`config.mk`:
```
export PLATFORM = sky130hd
export DESIGN_NAME = mem_port_arbiter
export DESIGN_NICKNAME = d
export VERILOG_FILES = /design/src/rtl/mem_port_arbiter.sv
export SDC_FILE = /design/constraint.sdc
export NUM_CORES = 1
export LEC_CHECK = 0
export CAP_MARGIN = 10
export CORE_MARGIN = 5
export CORE_UTILIZATION = 29
export DETAILED_ROUTE_END_ITERATION = 10
export MAX_ROUTING_LAYER = met4
export PLACE_DENSITY = 0.81
export SLEW_MARGIN = 15
export SYNTH_ARGS = -nofsm -noshare
export SYNTH_HDL_FRONTEND = slang
export SYNTH_SLANG_ARGS = --single-unit
```
`constraint.sdc`:
```
create_clock -name Clk -period 2.2 [get_ports Clk]
set_input_delay 0.44 -clock Clk [delete_from_list [all_inputs] [get_ports Clk]]
set_output_delay 0.44 -clock Clk [all_outputs]
set_load 0.05 [all_outputs]
```
`src/rtl/mem_port_arbiter.sv`:
```
// rtl/mem_port_arbiter.sv - shares one memory port between instruction and data masters
// Data wins arbitration, a streak limit bounds instruction starvation, and a watchdog ends hung transfers.
module mem_port_arbiter #(
  parameter int WIDTH          = 16,
  parameter int MAX_DATA_BURST = 4,
  parameter int TIMEOUT        = 255
) (
  input  logic             Clk,
  input  logic             Rst,
  input  logic             ITrans,
  input  logic [WIDTH-1:0] IAdress,
  output logic             IReady,
  output logic [WIDTH-1:0] IReadBus,
  output logic             IErr,
  input  logic             DTrans,
  input  logic [WIDTH-1:0] DAdress,
  input  logic             DReadWrite,
  input  logic [WIDTH-1:0] DWriteBus,
  output logic             DReady,
  output logic [WIDTH-1:0] DReadBus,
  output logic             DErr,
  output logic             MTrans,
  output logic [WIDTH-1:0] MAdress,
  output logic             MReadWrite,
  output logic [WIDTH-1:0] MWriteBus,
  input  logic [WIDTH-1:0] MReadBus,
  input  logic             MReady,
  output logic [1:0]       Owner,
  output logic             Busy
);

  localparam int StreakW = (MAX_DATA_BURST > 0) ? $clog2(MAX_DATA_BURST + 1) : 1;
  localparam int WaitW   = (TIMEOUT > 1) ? $clog2(TIMEOUT) : 1;
  localparam logic [StreakW-1:0] StreakMax = StreakW'(MAX_DATA_BURST);
  localparam logic [WaitW-1:0]   WaitLast  = WaitW'((TIMEOUT > 0) ? TIMEOUT - 1 : 0);

  // Encoding doubles as the Owner code.
  typedef enum logic [1:0] {
    IDLE   = 2'b00,
    I_BUSY = 2'b01,
    D_BUSY = 2'b10
  } state_t;

  state_t             state, nextState;
  logic [StreakW-1:0] DStreak, nextStreak;
  logic [WaitW-1:0]   WaitCnt, nextWait;
  logic               inBusy;
  logic               timedOut;
  logic               done;

  assign inBusy   = (state != IDLE);
  assign timedOut = (TIMEOUT != 0) && inBusy && !MReady && (WaitCnt == WaitLast);
  assign done     = inBusy && (MReady || timedOut);

  always_ff @(posedge Clk or negedge Rst) begin
    if (!Rst) begin
      state   <= IDLE;
      DStreak <= '0;
      WaitCnt <= '0;
    end else begin
      state   <= nextState;
      DStreak <= nextStreak;
      WaitCnt <= nextWait;
    end
  end

  always_comb begin
    nextState  = state;
    nextStreak = DStreak;
    nextWait   = WaitCnt;
    case (state)
      IDLE: begin
        // The streak only grows while an instruction fetch is being passed over.
        if (DTrans && (!ITrans || (DStreak < StreakMax))) begin
          nextState  = D_BUSY;
          nextStreak = ITrans ? DStreak + 1'b1 : '0;
          nextWait   = '0;
        end else if (ITrans) begin
          nextState  = I_BUSY;
          nextStreak = '0;
          nextWait   = '0;
        end
      end
      I_BUSY, D_BUSY: begin
        if (done) begin
          nextState = IDLE;
        end else begin
          nextWait = WaitCnt + 1'b1;
        end
      end
      default: nextState = IDLE;
    endcase
  end

  always_comb begin
    MTrans     = 1'b0;
    MAdress    = '0;
    MReadWrite = 1'b0;
    MWriteBus  = '0;
    IReady     = 1'b0;
    IErr       = 1'b0;
    IReadBus   = '0;
    DReady     = 1'b0;
    DErr       = 1'b0;
    DReadBus   = '0;
    case (state)
      I_BUSY: begin
        MTrans   = 1'b1;
        MAdress  = IAdress;
        IReady   = done;
        IErr     = timedOut;
        IReadBus = MReady ? MReadBus : '0;
      end
      D_BUSY: begin
        MTrans     = 1'b1;
        MAdress    = DAdress;
        MReadWrite = DReadWrite;
        MWriteBus  = DWriteBus;
        DReady     = done;
        DErr       = timedOut;
        DReadBus   = MReady ? MReadBus : '0;
      end
      default: ;
    endcase
  end

  assign Owner = state;
  assign Busy  = inBusy;

endmodule

```
======== Word-level counts from Yosys, hierarchy flattened ========
Index checks and enable logic that the tools add are counted.
word-level totals
  output and inout port bits .............. 73
  flip-flop bits (word level) ............. 13
  word-level logic and storage cells ...... 50
operators by class
  magnitude comparators ................... 1
  mux-type cells .......................... 22
  equal/unequal tests ..................... 6
  reduce and logical (&&, ||, !) cells .... 16
  $add $sub $neg .......................... 2
operator list
  kind                                                                     count
  16-bit two-way mux                                                       4
  16-bit case mux with 2 select lines                                      1
  8-bit two-way mux                                                        3
  8-bit case mux with 2 select lines                                       1
  3-bit two-way mux                                                        3
  8-bit by 1-bit adder with 8-bit output, second input constant            1
  8-bit == test, second input constant                                     1
  1-bit two-way mux                                                        6
  2-bit two-way mux                                                        3
  2-bit nonzero test                                                       3
  1-bit logical AND                                                        4
  2-bit case mux with 2 select lines                                       1
  2-bit AND reduction                                                      2
  3-bit by 1-bit adder with 3-bit output, second input constant            1
  3-bit < comparator, second input constant                                1
  3-bit inequality test, second input constant                             1
  3-bit AND reduction                                                      1
  2-bit by 1-bit == test with 1-bit output, second input constant          1
  2-bit == test, second input constant                                     1
  1-bit logical NOT                                                        2
  2-bit logical NOT                                                        1
  1-bit logical OR                                                         2
  2-bit by 1-bit inequality test with 1-bit output, second input constant  1
  2-bit inequality test, second input constant                             1
  2-bit OR reduction                                                       1

======== Logic depth before layout (Yosys ltp) ========
Gate-level depths: netlist (run 1).
  depth in word-level cells ............... 7
  depth in mapped cells ................... 7
  mapped depth without buffers ............ 6

======== Worst setup path after synthesis (run 1) ========
No wires, ideal clock.
  path type ............................... register to output
  start ................................... register state[0], in the netlist Owner[0]
  end ..................................... output port DErr
  arrival ................................. 2543 ps
  setup slack ............................. -783 ps
  stages on the path, launching flop included .. 6
  path through ............................ dfrtp_1 inv_1 ha_1 and3b_1 nand3_1 nor3b_1
between the ends
  word-level cells in the longest chain between the ends .. 4
  elaborated cells between the ends (all ways) .. 5
RTL lines
  item                            line  RTL
  from (decl)                     44    state_t state, nextState;
  from (signal assigned)          61    state <= nextState;
  2-bit nonzero test              51    assign inBusy = (state != IDLE);
  1-bit logical AND (2 in a row)  52    assign timedOut = (TIMEOUT != 0) && inBusy && !MReady && (WaitCnt == WaitLast);
  1-bit two-way mux *             106   case (state)
  to (decl)                       21    output logic DErr,
Mark *: on every way between the ends. The rest lies on a longest branch, timed or not.

======== Worst setup path in the final report (run 1) ========
  start ................................... register state[1], in the netlist Owner[1]
  end ..................................... output port MAdress[8]
between the ends
  word-level cells in the longest chain between the ends .. 2
  elaborated cells between the ends (all ways) .. 3
RTL lines
  item                                                                              line  RTL
  2-bit == test / 2-bit by 1-bit == test with 1-bit output (equally long branches)  106
  16-bit case mux with 2 select lines *                                             106
  to (decl)                                                                         23    output logic [WIDTH-1:0] MAdress,
Marked as above.

==> results of run 1 <==
[flip-flops by register name (all words and copies together) (netlist names)]
| signal | count |
|---|---|
| DStreak | 3 |
| Owner | 2 |
| WaitCnt | 8 |
[area by class of cell]
| type | instances | area [um^2] |
|---|---|---|
| sequential | 13 | 330 |
| timing repair buffer | 159 | 2260 |
| inverter | 6 | 22.5 |
| fill | 238 | 767 |
| tap | 54 | 67.6 |
| antenna | 1 | 2.50 |
| clock buffer | 4 | 45.0 |
| multi-input combinational | 144 | 1170 |
[per-stage QoR]
step           std cells  setup WS (ns)  hold slack [ns]  cell area, um^2
2_1_floorplan        178        -0.0859            0.144             1540
3_3_place_gp         369         0.0773            0.489             3740
6_report             381        0.00421            0.513             3890
4_1_cts              373        -0.0211            0.511             3780
5_1_grt              381        -0.0681            0.557             3890
3_5_place_dp         369         0.0190            0.494             3740
[kinds of logic (layout without fill, tap and decap cells)]
group,after synthesis,after routing,synth area share
compound gates,38,38,0.192
fa+ha+maj,6,6,0.0546
buf+inv,21,169,0.0628
flops,13,13,0.237
mux,1,1,0.00819
other cells,0,1,0
simple gates,99,99,0.446
[power groups by stage]
stage	logic (mW)	clock network, mW	registers [mW]
after detailed placement	3.40	0	0.379
after global routing	3.70	0.240	0.375
final	3.54	0.217	0.364
after global placement	3.35	0	0.374
after floorplan	1.87	0	0.409
after CTS	3.41	0.220	0.377
[metal layers]
layer | share of wire | vias up | track usage
li1 | - | 945 | -
met4 | 0.044 | 0 | 0.0911
met3 | 0.082 | 24 | 0.0703
met1 | 0.32 | 948 | 0.236
met5 | 0 | - | -
met2 | 0.55 | 134 | 0.459
[how the worst max path moves through the flow]
stage / from / endpoint / slack [ns]
6_report: Owner[1] / MAdress[8] / 0.004
5_1_grt: Owner[1] / MAdress[8] / -0.07
4_1_cts: Owner[1] / IReady / -0.02
3_5_place_dp: MReady / WaitCnt[5] / 0.02
3_3_place_gp: MReady / WaitCnt[5] / 0.08
2_1_floorplan: Owner[1] / DErr / -0.09
[Yosys cell counts (3+ instances only)]
cell type	n
and3_1	29
nor2b_1	19
and2_1	18
a22oi_1	16
clkbuf_1	14
dfrtp_1	13
nand3_1	9
o21ai_0	8
ha_1	6
inv_1	6
nand2_1	5
and3_2	4
a21oi_1	3
a22o_1	3
nor3b_1	3
[repair_timing]
item	CTS	global route
setup buffers	0	7
endpoints found under the setup margin	4	4
gates resized for setup	1	12
hold buffers	0	0
pin swaps	2	3
==> impl_metrics.tcl, run 1 <==
set metrics [dict create \
    syn-num-nets 254 \
    place_congestion 0.924 \
    setup_viol 0 \
    cp.required_ns 1.76 \
    grt_max_degree 52 \
    synth_top_area_cell "dfrtp_1" \
    cts.path.max_buffers 2 \
    cts.sinks 13 \
    grt_util_all_layers 0.244 \
    hp-start "DStreak[1]" \
    irDropWorstVdd_v 0.000710 \
    reg2reg_to "WaitCnt[5]" \
    grt_pass1_wl_mm 11.2 \
    dieArea_um2 6220 \
    r2r_slack_ns 0.24 \
    cp.depth 6 \
    ys_types 34 \
    first_iter_violations 151 \
    ys_top_cells_by_area "dfrtp_1 (24%), and3_1 (13%), a22oi_1 (8.7%)" \
    synth-async-reset-ratio 1.00 \
    end_kind "output pin" \
    core_um2 4660 \
    max_slew_margin 0.603 \
    clockPowerShare 0.053 \
    worstSetupPathType "reg -> out" \
    drt-total-wl_mm 7.87 \
    hold_depth 1 \
    cts.reportedPaths.clkPinSlew_ns 0.06 \
    tightest_slew_ns 0.594 \
    layout_common_cells "clkdlybuf4s50_1 (71), buf_12 (70), and3_1 (29)" \
    whs_endpoint "DStreak[1]" \
    hold_viol 0 \
    drt-vias-per-instance 5.38 \
    ant_nets 0 \
    timing.rr.start "Owner[1]" \
    critical-path-max-stage-delay_ns 0.42 \
    r2r_cells 6 \
    synth.cell_area_um2 1380 \
    drive_gt1_frac 0.402 \
    syn_to_final_growth_pct 183 \
    min_period_ns 2.20 \
    setup_tns_ns 0 \
    finalCritPeriodShare 0.998 \
    synthFlopType "dfrtp_1" \
    dp_hpwl_mm 6.28 \
    grt_pass1_vias 2038 \
    netlist_instances 178 \
    netlist.area_leader.share 0.237 \
    drc_errors 0 \
    start_kind "flop" \
    ys_warn_count 0 \
    synth_edf_count 0 \
    worst-path-max-fanout 51 \
    synth-seq-area-share 0.237 \
    antenna_found_initial 1 \
    syn_area_per_cell_um2 7.73 \
    cts-root-buf "clkbuf_8" \
    hp-class "reg -> reg" \
    clkLatencyLatePin_ns 0.25 \
    die_w_um 78.9 \
    path_cells "buf_4 > ha_1 > buf_12 > a22oi_1 > nor2b_4 > buf_12" \
    grt_setup_unrepaired "yes" \
    die_height_um 78.9 \
    fp-row-count 25 \
    final_common_cell "clkdlybuf4s50_1" \
    p_per_area_nw_per_um2 1060 \
    p_int_mw 2.10 \
    fin_util 0.835 \
    h-tree-depth 1 \
    p_leak_nw 1.68 \
    fmax_mhz 455 \
    p_seq_frac 0.088 \
    worst_path_most_repeated_cell "buf_12" \
    critPathArrivalTime_ns 1.76 \
    portBuffers 142 \
    slowest_stage "dfrtp_2" \
    swShare 0.490 \
    path_delay_family "buffers and inverters" \
    vias 2051 \
    num-nets-final 403 \
    comb_power_share 0.859 \
    ioPinCount 143 \
    overflow 0 \
    status "finished, final reports clean" \
    switching_power_mw 2.02 \
    slew_violations 0 \
    numCtsBuffers 3 \
    drt_pass1_iterations 4 \
    initial_core_util 0.295 \
    clock-skew-final_ns 0.00186 \
    tritoncts "built" \
    synth.ff_latch_count 13 \
    routedWlPerCell_um 20.7 \
    crit_buf_inv 3 \
    total_power_mw 4.12 \
    max_cap_viol_count 0 \
]
Power figures use the tool's default switching activity.
==> inputs of run 2 (changes only) <==
--- a/config.mk
+++ b/config.mk
@@ -8,10 +8,11 @@
 export CAP_MARGIN = 10
 export CORE_MARGIN = 5
 export CORE_UTILIZATION = 29
+export CTS_CLUSTER_DIAMETER = 80
 export DETAILED_ROUTE_END_ITERATION = 10
 export MAX_ROUTING_LAYER = met4
 export PLACE_DENSITY = 0.81
-export SLEW_MARGIN = 15
+export SLEW_MARGIN = 20
 export SYNTH_ARGS = -nofsm -noshare
 export SYNTH_HDL_FRONTEND = slang
 export SYNTH_SLANG_ARGS = --single-unit
==> results of run 2 <==
The final DEF is identical to that of run 1; final timing and power are the same.
